### src/rtl/dht22_responder.sv
// DHT22 sensor emulator: answers a qualified host start pulse with a 40-bit humidity/temperature/parity frame.
// Optional DHT22_PARITY_ERR_INJ_EN adds parity_err_inj to corrupt parity bit 0 of the frame being snapshotted.
module dht22_responder #(
    parameter int CLK_FREQ = 100000000
) (
    input  logic        clk,
    input  logic        arst,
    input  logic        dht22_in,
    output logic        dht22_oe,
    input  logic [15:0] humidity,
    input  logic [15:0] temperature,
`ifdef DHT22_PARITY_ERR_INJ_EN
    input  logic        parity_err_inj,
`endif
    output logic        busy,
    output logic        frame_done
);

    localparam int T_US    = CLK_FREQ / 1000000;
    localparam int CNT_MAX = 2000 * T_US;
    localparam int CW      = $clog2(CNT_MAX + 1);

    localparam logic [CW-1:0] N_QUAL = CW'(1000 * T_US);
    localparam logic [CW-1:0] N_GAP  = CW'(30 * T_US);
    localparam logic [CW-1:0] N_RESP = CW'(80 * T_US);
    localparam logic [CW-1:0] N_BLOW = CW'(50 * T_US);
    localparam logic [CW-1:0] N_ZERO = CW'(26 * T_US);
    localparam logic [CW-1:0] N_ONE  = CW'(70 * T_US);

    typedef enum logic [2:0] {
        IDLE, ARM, WAIT_GAP, RESP_LOW, RESP_HIGH, BIT_LOW, BIT_HIGH, END_LOW
    } state_t;

    state_t        state, state_nxt;
    logic [1:0]    sync_q;
    logic          line_s, line_prev;
    logic [CW-1:0] cnt, dur;
    logic [5:0]    bit_idx;
    logic [39:0]   shreg;
    logic [7:0]    parity;
    logic          tdone, cnt_clr, snap, shift, fd_nxt;

    assign line_s = sync_q[1];
    assign tdone  = (cnt == dur - CW'(1));

    always_comb begin
        parity = humidity[15:8] + humidity[7:0] + temperature[15:8] + temperature[7:0];
`ifdef DHT22_PARITY_ERR_INJ_EN
        parity = parity ^ {7'd0, parity_err_inj};
`endif
    end

    always_comb begin
        case (state)
            RESP_LOW, RESP_HIGH: dur = N_RESP;
            BIT_LOW, END_LOW:    dur = N_BLOW;
            BIT_HIGH:            dur = shreg[39] ? N_ONE : N_ZERO;
            default:             dur = N_GAP;
        endcase
    end

    always_comb begin
        state_nxt = state;
        cnt_clr   = 1'b0;
        snap      = 1'b0;
        shift     = 1'b0;
        fd_nxt    = 1'b0;
        case (state)
            IDLE: if (line_prev && !line_s) begin
                state_nxt = ARM;
                cnt_clr   = 1'b1;
            end
            ARM: if (line_s) begin
                cnt_clr = 1'b1;
                if (cnt >= N_QUAL) begin
                    state_nxt = WAIT_GAP;
                    snap      = 1'b1;
                end else begin
                    state_nxt = IDLE;
                end
            end
            WAIT_GAP:  if (tdone) begin state_nxt = RESP_LOW;  cnt_clr = 1'b1; end
            RESP_LOW:  if (tdone) begin state_nxt = RESP_HIGH; cnt_clr = 1'b1; end
            RESP_HIGH: if (tdone) begin state_nxt = BIT_LOW;   cnt_clr = 1'b1; end
            BIT_LOW:   if (tdone) begin state_nxt = BIT_HIGH;  cnt_clr = 1'b1; end
            BIT_HIGH: if (tdone) begin
                cnt_clr   = 1'b1;
                shift     = 1'b1;
                state_nxt = (bit_idx == 6'd39) ? END_LOW : BIT_LOW;
            end
            END_LOW: if (tdone) begin
                state_nxt = IDLE;
                cnt_clr   = 1'b1;
                fd_nxt    = 1'b1;
            end
            default: state_nxt = IDLE;
        endcase
    end

    always_ff @(posedge clk or posedge arst) begin
        if (arst) begin
            state      <= IDLE;
            sync_q     <= 2'b11;
            line_prev  <= 1'b1;
            cnt        <= '0;
            bit_idx    <= '0;
            shreg      <= '0;
            dht22_oe   <= 1'b0;
            busy       <= 1'b0;
            frame_done <= 1'b0;
        end else begin
            state     <= state_nxt;
            sync_q    <= {sync_q[0], dht22_in};
            line_prev <= line_s;
            // ARM saturates so arbitrarily long holds still qualify
            if (cnt_clr || state == IDLE)
                cnt <= '0;
            else if (state != ARM || cnt != {CW{1'b1}})
                cnt <= cnt + CW'(1);
            if (snap) begin
                shreg   <= {humidity, temperature, parity};
                bit_idx <= '0;
            end else if (shift) begin
                shreg   <= {shreg[38:0], 1'b0};
                bit_idx <= bit_idx + 6'd1;
            end
            // Outputs decoded from next state keep them aligned with the state register
            dht22_oe   <= (state_nxt == RESP_LOW) || (state_nxt == BIT_LOW) || (state_nxt == END_LOW);
            busy       <= (state_nxt != IDLE) && (state_nxt != ARM);
            frame_done <= fd_nxt;
        end
    end

endmodule

### config.mk
export PLATFORM = sky130hd
export DESIGN_NAME = dht22_responder
export DESIGN_NICKNAME = d
export VERILOG_FILES = /design/src/rtl/dht22_responder.sv
export SDC_FILE = /design/constraint.sdc
export NUM_CORES = 1
export LEC_CHECK = 0
export BUFFER_PORTS_ARGS = -buffer_cell sky130_fd_sc_hd__buf_2
export CAP_MARGIN = 20
export CORE_MARGIN = 3
export CORE_UTILIZATION = 54
export CTS_CLUSTER_SIZE = 10
export DETAILED_ROUTE_END_ITERATION = 10
export GPL_ROUTABILITY_DRIVEN = 0
export HOLD_SLACK_MARGIN = 0.15
export PLACE_DENSITY_LB_ADDON = 0.05
export SETUP_SLACK_MARGIN = 0.1
export SLEW_MARGIN = 20
export SYNTH_ARGS = -nofsm -noshare
export SYNTH_HDL_FRONTEND = slang
export SYNTH_SLANG_ARGS = --single-unit
### constraint.sdc
create_clock -name clk -period 2.31 [get_ports clk]
set_clock_uncertainty 0.1 [all_clocks]
set_input_delay 0.3465 -clock clk [delete_from_list [all_inputs] [get_ports clk]]
set_output_delay 0.3465 -clock clk [all_outputs]
set_load 0.005 [all_outputs]
After elaboration in Yosys (flattened, before gate mapping). Index checks and enable logic that the tools add are counted.

Input port bits: 35. Output and inout bits: 3. Logic and storage cells: 73. Register bits after elaboration: 73.

Mux-type cells: 28. Equality and inequality tests: 15. $lt $le $gt $ge: 1. $add $sub $neg: 6. Reductions and logical operators: 14.

Operators by type and width (count): 40-bit 2-to-1 mux (2); 13-bit case mux with 3 select lines (1); 18-bit 2-to-1 mux (2); 8-bit adder (3); 3-bit 2-to-1 mux (8); 3-bit case mux with 8 select lines (1); 18-bit by 1-bit adder with 18-bit output, second input constant (1); 18-bit == test (1); 3-bit == test, second input constant (6); 18-bit by 17-bit >= comparator with 1-bit output, second input constant (1); 18-bit inequality test, second input constant (1); 18-bit by 1-bit subtractor with 18-bit output, second input constant (1); 13-bit 2-to-1 mux (1); 6-bit 2-to-1 mux (2); 3-bit by 2-bit == test with 1-bit output, second input constant (3); 1-bit 2-to-1 mux (8); 6-bit by 1-bit adder with 6-bit output, second input constant (1); 6-bit == test, second input constant (1); 3-bit by 1-bit inequality test with 1-bit output, second input constant (2); 6-bit OR reduction (1); 1-bit logical OR (4); 2-bit 2-to-1 mux (2); 2-bit nonzero test (2); 2-bit OR reduction (2); 6 further kinds (7).

Longest topological paths before layout.
Word-level depth: 10. Depth in mapped cells: 11. Mapped depth without buffers: 11.

Worst setup path after synthesis. No wires, ideal clock.

Path type: input to register. Start point: input port humidity[1]. End point: register shreg[7]. Arrival: 2.714 ns. Stages: 11. Setup time: 0.126 ns. Required time: 2.084 ns. Setup slack: -0.630 ns. Path through: fa_1 > fa_1 > ha_1 > inv_1 > fa_1 > nor2b_1 > o31a_1 > o21a_1 > or3_1 > a21oi_1 > a221o_1.

Cells in the longest elaborated chain, start to end: 4.

Ends and longest elaborated chain: from (decl) (RTL line 10) `input logic [15:0] humidity,`; 8-bit adder (3 in series) (RTL line 47) `parity = humidity[15:8] + humidity[7:0] + temperature[15:8] + temperature[7:0];`; 40-bit 2-to-1 mux (RTL line 120) `if (snap) begin`; to (signal assigned) (RTL line 121) `shreg <= {humidity, temperature, parity};`; to (signal assigned) (RTL line 124) `shreg <= {shreg[38:0], 1'b0};`; to (decl) (RTL line 39) `logic [39:0] shreg;`.

No other way between the ends. A chain may end at the register's enable or synchronous reset.

Final worst setup path. Same ends and word-level chain as after synthesis.

==> qor.txt <==
RSZ-0062 raised after global routing = yes
CTS buffer count = 9
Hold WC Path Type = in2reg
Reg2Reg Setup Slack = -0.31 ns
FF-to-FF path depth = 9
Reg clk slew, reported paths = 0.08 ns
Max-cap violations = 0
Seq/Total Area, Yosys = 0.415
Startpoint types = input pin
Multiplexer share of the synthesized area = 0.0162
Main synth FF type = dfrtp_1
Total grt overflow = 0
Design Area, Final = 6170 um2
Fmax = 335 MHz
Vias in the first global route = 4019
Fin. Hold Viols = 0
Status = finished, violations left
Synth async-reset ratio = 1.00
Post-synthesis compound-gate area fraction = 0.188
Clock Tree Buf Depth = 2
Area of the multi-input gates = 2700 um2
Pin count of the biggest net entering global routing = 32
Final net count = 598
Fill cells = 483
DP Area = 5210 um2
Setup TNS = -14.60 ns
Max_slew headroom = 0.617
Tot Pwr = 0.00324 W
Share of layout cells above drive strength 1 = 0.379
CTS tree = yes
FP Rows = 32
Critical Path Sink = shreg[7]
Post-route ant nets = 0
CTS H-tree depth = 3
First-pass GRT wire length = 20.3 mm
Area of the mapped netlist = 4420 um2
Die area = 9300 um2
DRC viols = 0
Die X = 96.4 um
Failing checks = negative setup slack
Antenna diode count = 0
Setup violators final = 69
Hold Worst Slack = 0.204 ns
Post-DP HPWL = 7.69 mm
Worst IR Drop VDD = 439 uV
Unique masters post-synth = 64
Power Dens Cells = 525 nW/um2
Fin crit period = 2.99 ns
DRT iter0 DRCs = 222
Clk Latency, worst-skew pair = 0.36 ns
Synth Area in Simple Gates = 0.206
Root Driver = clkbuf_8
Worst setup path start = humidity[1]
Critical Path End Type = register
Clock tree sinks = 73
Initial Util = 0.563
Global Route Usage Sum = 0.292
Net Count, Synth = 484
Vias per inst = 6.35
Sequential cell area = 1830 um2
Worst-margin pin slew = 0.573 ns
Leak pwr = 2.84 nW
Syn_area_per_cell = 10.4 um2
Reg2reg start = state[2]
Critical path class = in2reg
Port-buffer cells = 37
Xor-xnor portion of the synthesized cell area = 0.0436
Area added between synthesis and finish = 39.8%
Number of synthesized flops with an enable pin = 0
Worst-path fanout max = 2
IO Count = 38
Largest family of logic cells by synthesized area = simple AND/OR/NAND/NOR gates
DIE HEIGHT = 96.4 um
Final slew viol count = 0
Final Cycle Share = 1.29
DR pass1 iterations = 4
Syn Inst Count = 425
PnR worst setup slack = -0.678 ns
Adder-Cell Fraction of Synth Area = 0.0918
Crit path DAT = 3.13 ns
Setup Slack @ Placement = -0.835 ns
Routed vias = 4099
Final WL = 13.5 mm
Yosys warns = 0
Core area = 7850 um2
Seq cells post-synth = 73
End of the worst register-to-register path = state[0]
Initial antenna violation count = 0
Worst path required time = 2.45 ns
Drt wl/cell = 20.9 um
-- per-layer routing --
metal	share of wire	GRT usage	routed length, um	up-vias
met1	0.39	0.379	5300	2031
li1	-	-	-	1802
met5	0	0	0	-
met4	0.045	0.0970	607	0
met2	0.49	0.483	6670	208
met3	0.068	0.0674	924	58
-- how the worst min path moves through the flow --
stage	from	to	cells past startpoint
after floorplan	sync_q[0]	sync_q[1]	0
after global placement	sync_q[0]	sync_q[1]	0
after detailed placement	sync_q[0]	sync_q[1]	0
after CTS	humidity[15]	shreg[39]	3
after global routing	humidity[15]	shreg[39]	3
final	humidity[1]	shreg[25]	3
-- critical path: stages --
cell and delay (ns):
buf_6 0.09, fa_1 0.48, fa_1 0.54, ha_2 0.21, inv_2 0.04, fa_2 0.37
nor2b_2 0.14, o31a_1 0.20, o21a_1 0.20, or3_4 0.15, a21oi_2 0.05, a221o_1 0.28
-- logic make-up (layout without fill, tap and decap cells) --
kind of cell    count (synthesis)  after routing
simple gates                  151            151
fa+ha+maj                      24             24
mux                             7              7
compound gates                108            108
buf+inv                        40            159
flops                          73             73
xor+xnor                       22             22
-- cells in the mapped netlist (7+ instances only) --
master,n,area (um2)
xnor2_1,16,140
nor3_1,8,40.0
ha_1,10,125
nor2_1,20,75.1
fa_1,14,280
nand3_1,15,75.1
nand2b_1,8,50.1
a221o_1,34,340
nand2_1,14,52.6
clkbuf_1,18,67.6
inv_1,12,45.0
and3_1,7,43.8
o21ai_0,11,55.1
nor2b_1,7,43.8
a21oi_1,26,130
dfrtp_1,70,1750
buf_2,7,35.0
and2_1,33,206
-- metrics by stage --
| stage | std cells | util |
|---|---|---|
| finish | 646 | 0.787 |
| global route | 646 | 0.787 |
| CTS | 637 | 0.763 |
| detailed placement | 597 | 0.664 |
| global placement | 597 | 0.664 |
| floorplan | 425 | - |
-- cell type report --
class                           instances  share of cell area
Sequential cell                        73               0.297
Tap cell                              102              0.0207
Multi-Input combinational cell        312               0.437
Timing Repair Buffer                  131               0.201
Clock buffer                           11              0.0245
Inverter                               12             0.00790
Clock inverter                          5              0.0126
-- cell usage in the layout, fill, tap and decap left out, types with 3 or more instances in the layout --
cell and instances:
o21a_1 3, a21oi_2 20, dfrtp_1 68, clkbuf_16 3, ha_1 9, a21o_1 6, or3_4 3, or3_1 3
a21oi_4 3, dfstp_2 3, clkbuf_8 11, xor2_1 6, mux2i_1 6, nor3_4 3, buf_2 35, and3_1 7
o21ai_1 4, a221o_1 34, buf_6 23, nand2b_1 7, nand4_1 6, a21oi_1 3, buf_12 7, nor3_1 5
o21ai_0 8, nand3_1 14, xnor2_1 15, nor2_1 19, and2_1 33, buf_4 55, nand3b_1 6, buf_16 4
a22o_1 6, fa_1 12, nand2_1 13, inv_1 10, nor2b_1 5
-- what timing repair did --
| item | in CTS | in global routing |
|---|---|---|
| hold endpoints to repair | 24 | 0 |
| setup buffers | 16 | 7 |
| cloned | 6 | 5 |
| gates resized for setup | 55 | 24 |
| endpoints found under the setup margin | 69 | 70 |
| hold buffers | 2 | 0 |
| pin swaps | 17 | 20 |
-- where the power goes --
part	internal (W)	total, W	switching, W
sequential	0.00133	0.00137	0.0000418
combinational	0.000348	0.000686	0.000338
clock	0.000664	0.00119	0.000524
-- flip-flops by register name (all words and copies together) (netlist names) --
register	count
bit_idx	6
dht22_oe	1
cnt	18
frame_done	1
shreg	40
state	3
busy	1
line_prev	1
sync_q	2
No activity file was read; power rests on OpenSTA's default activity.
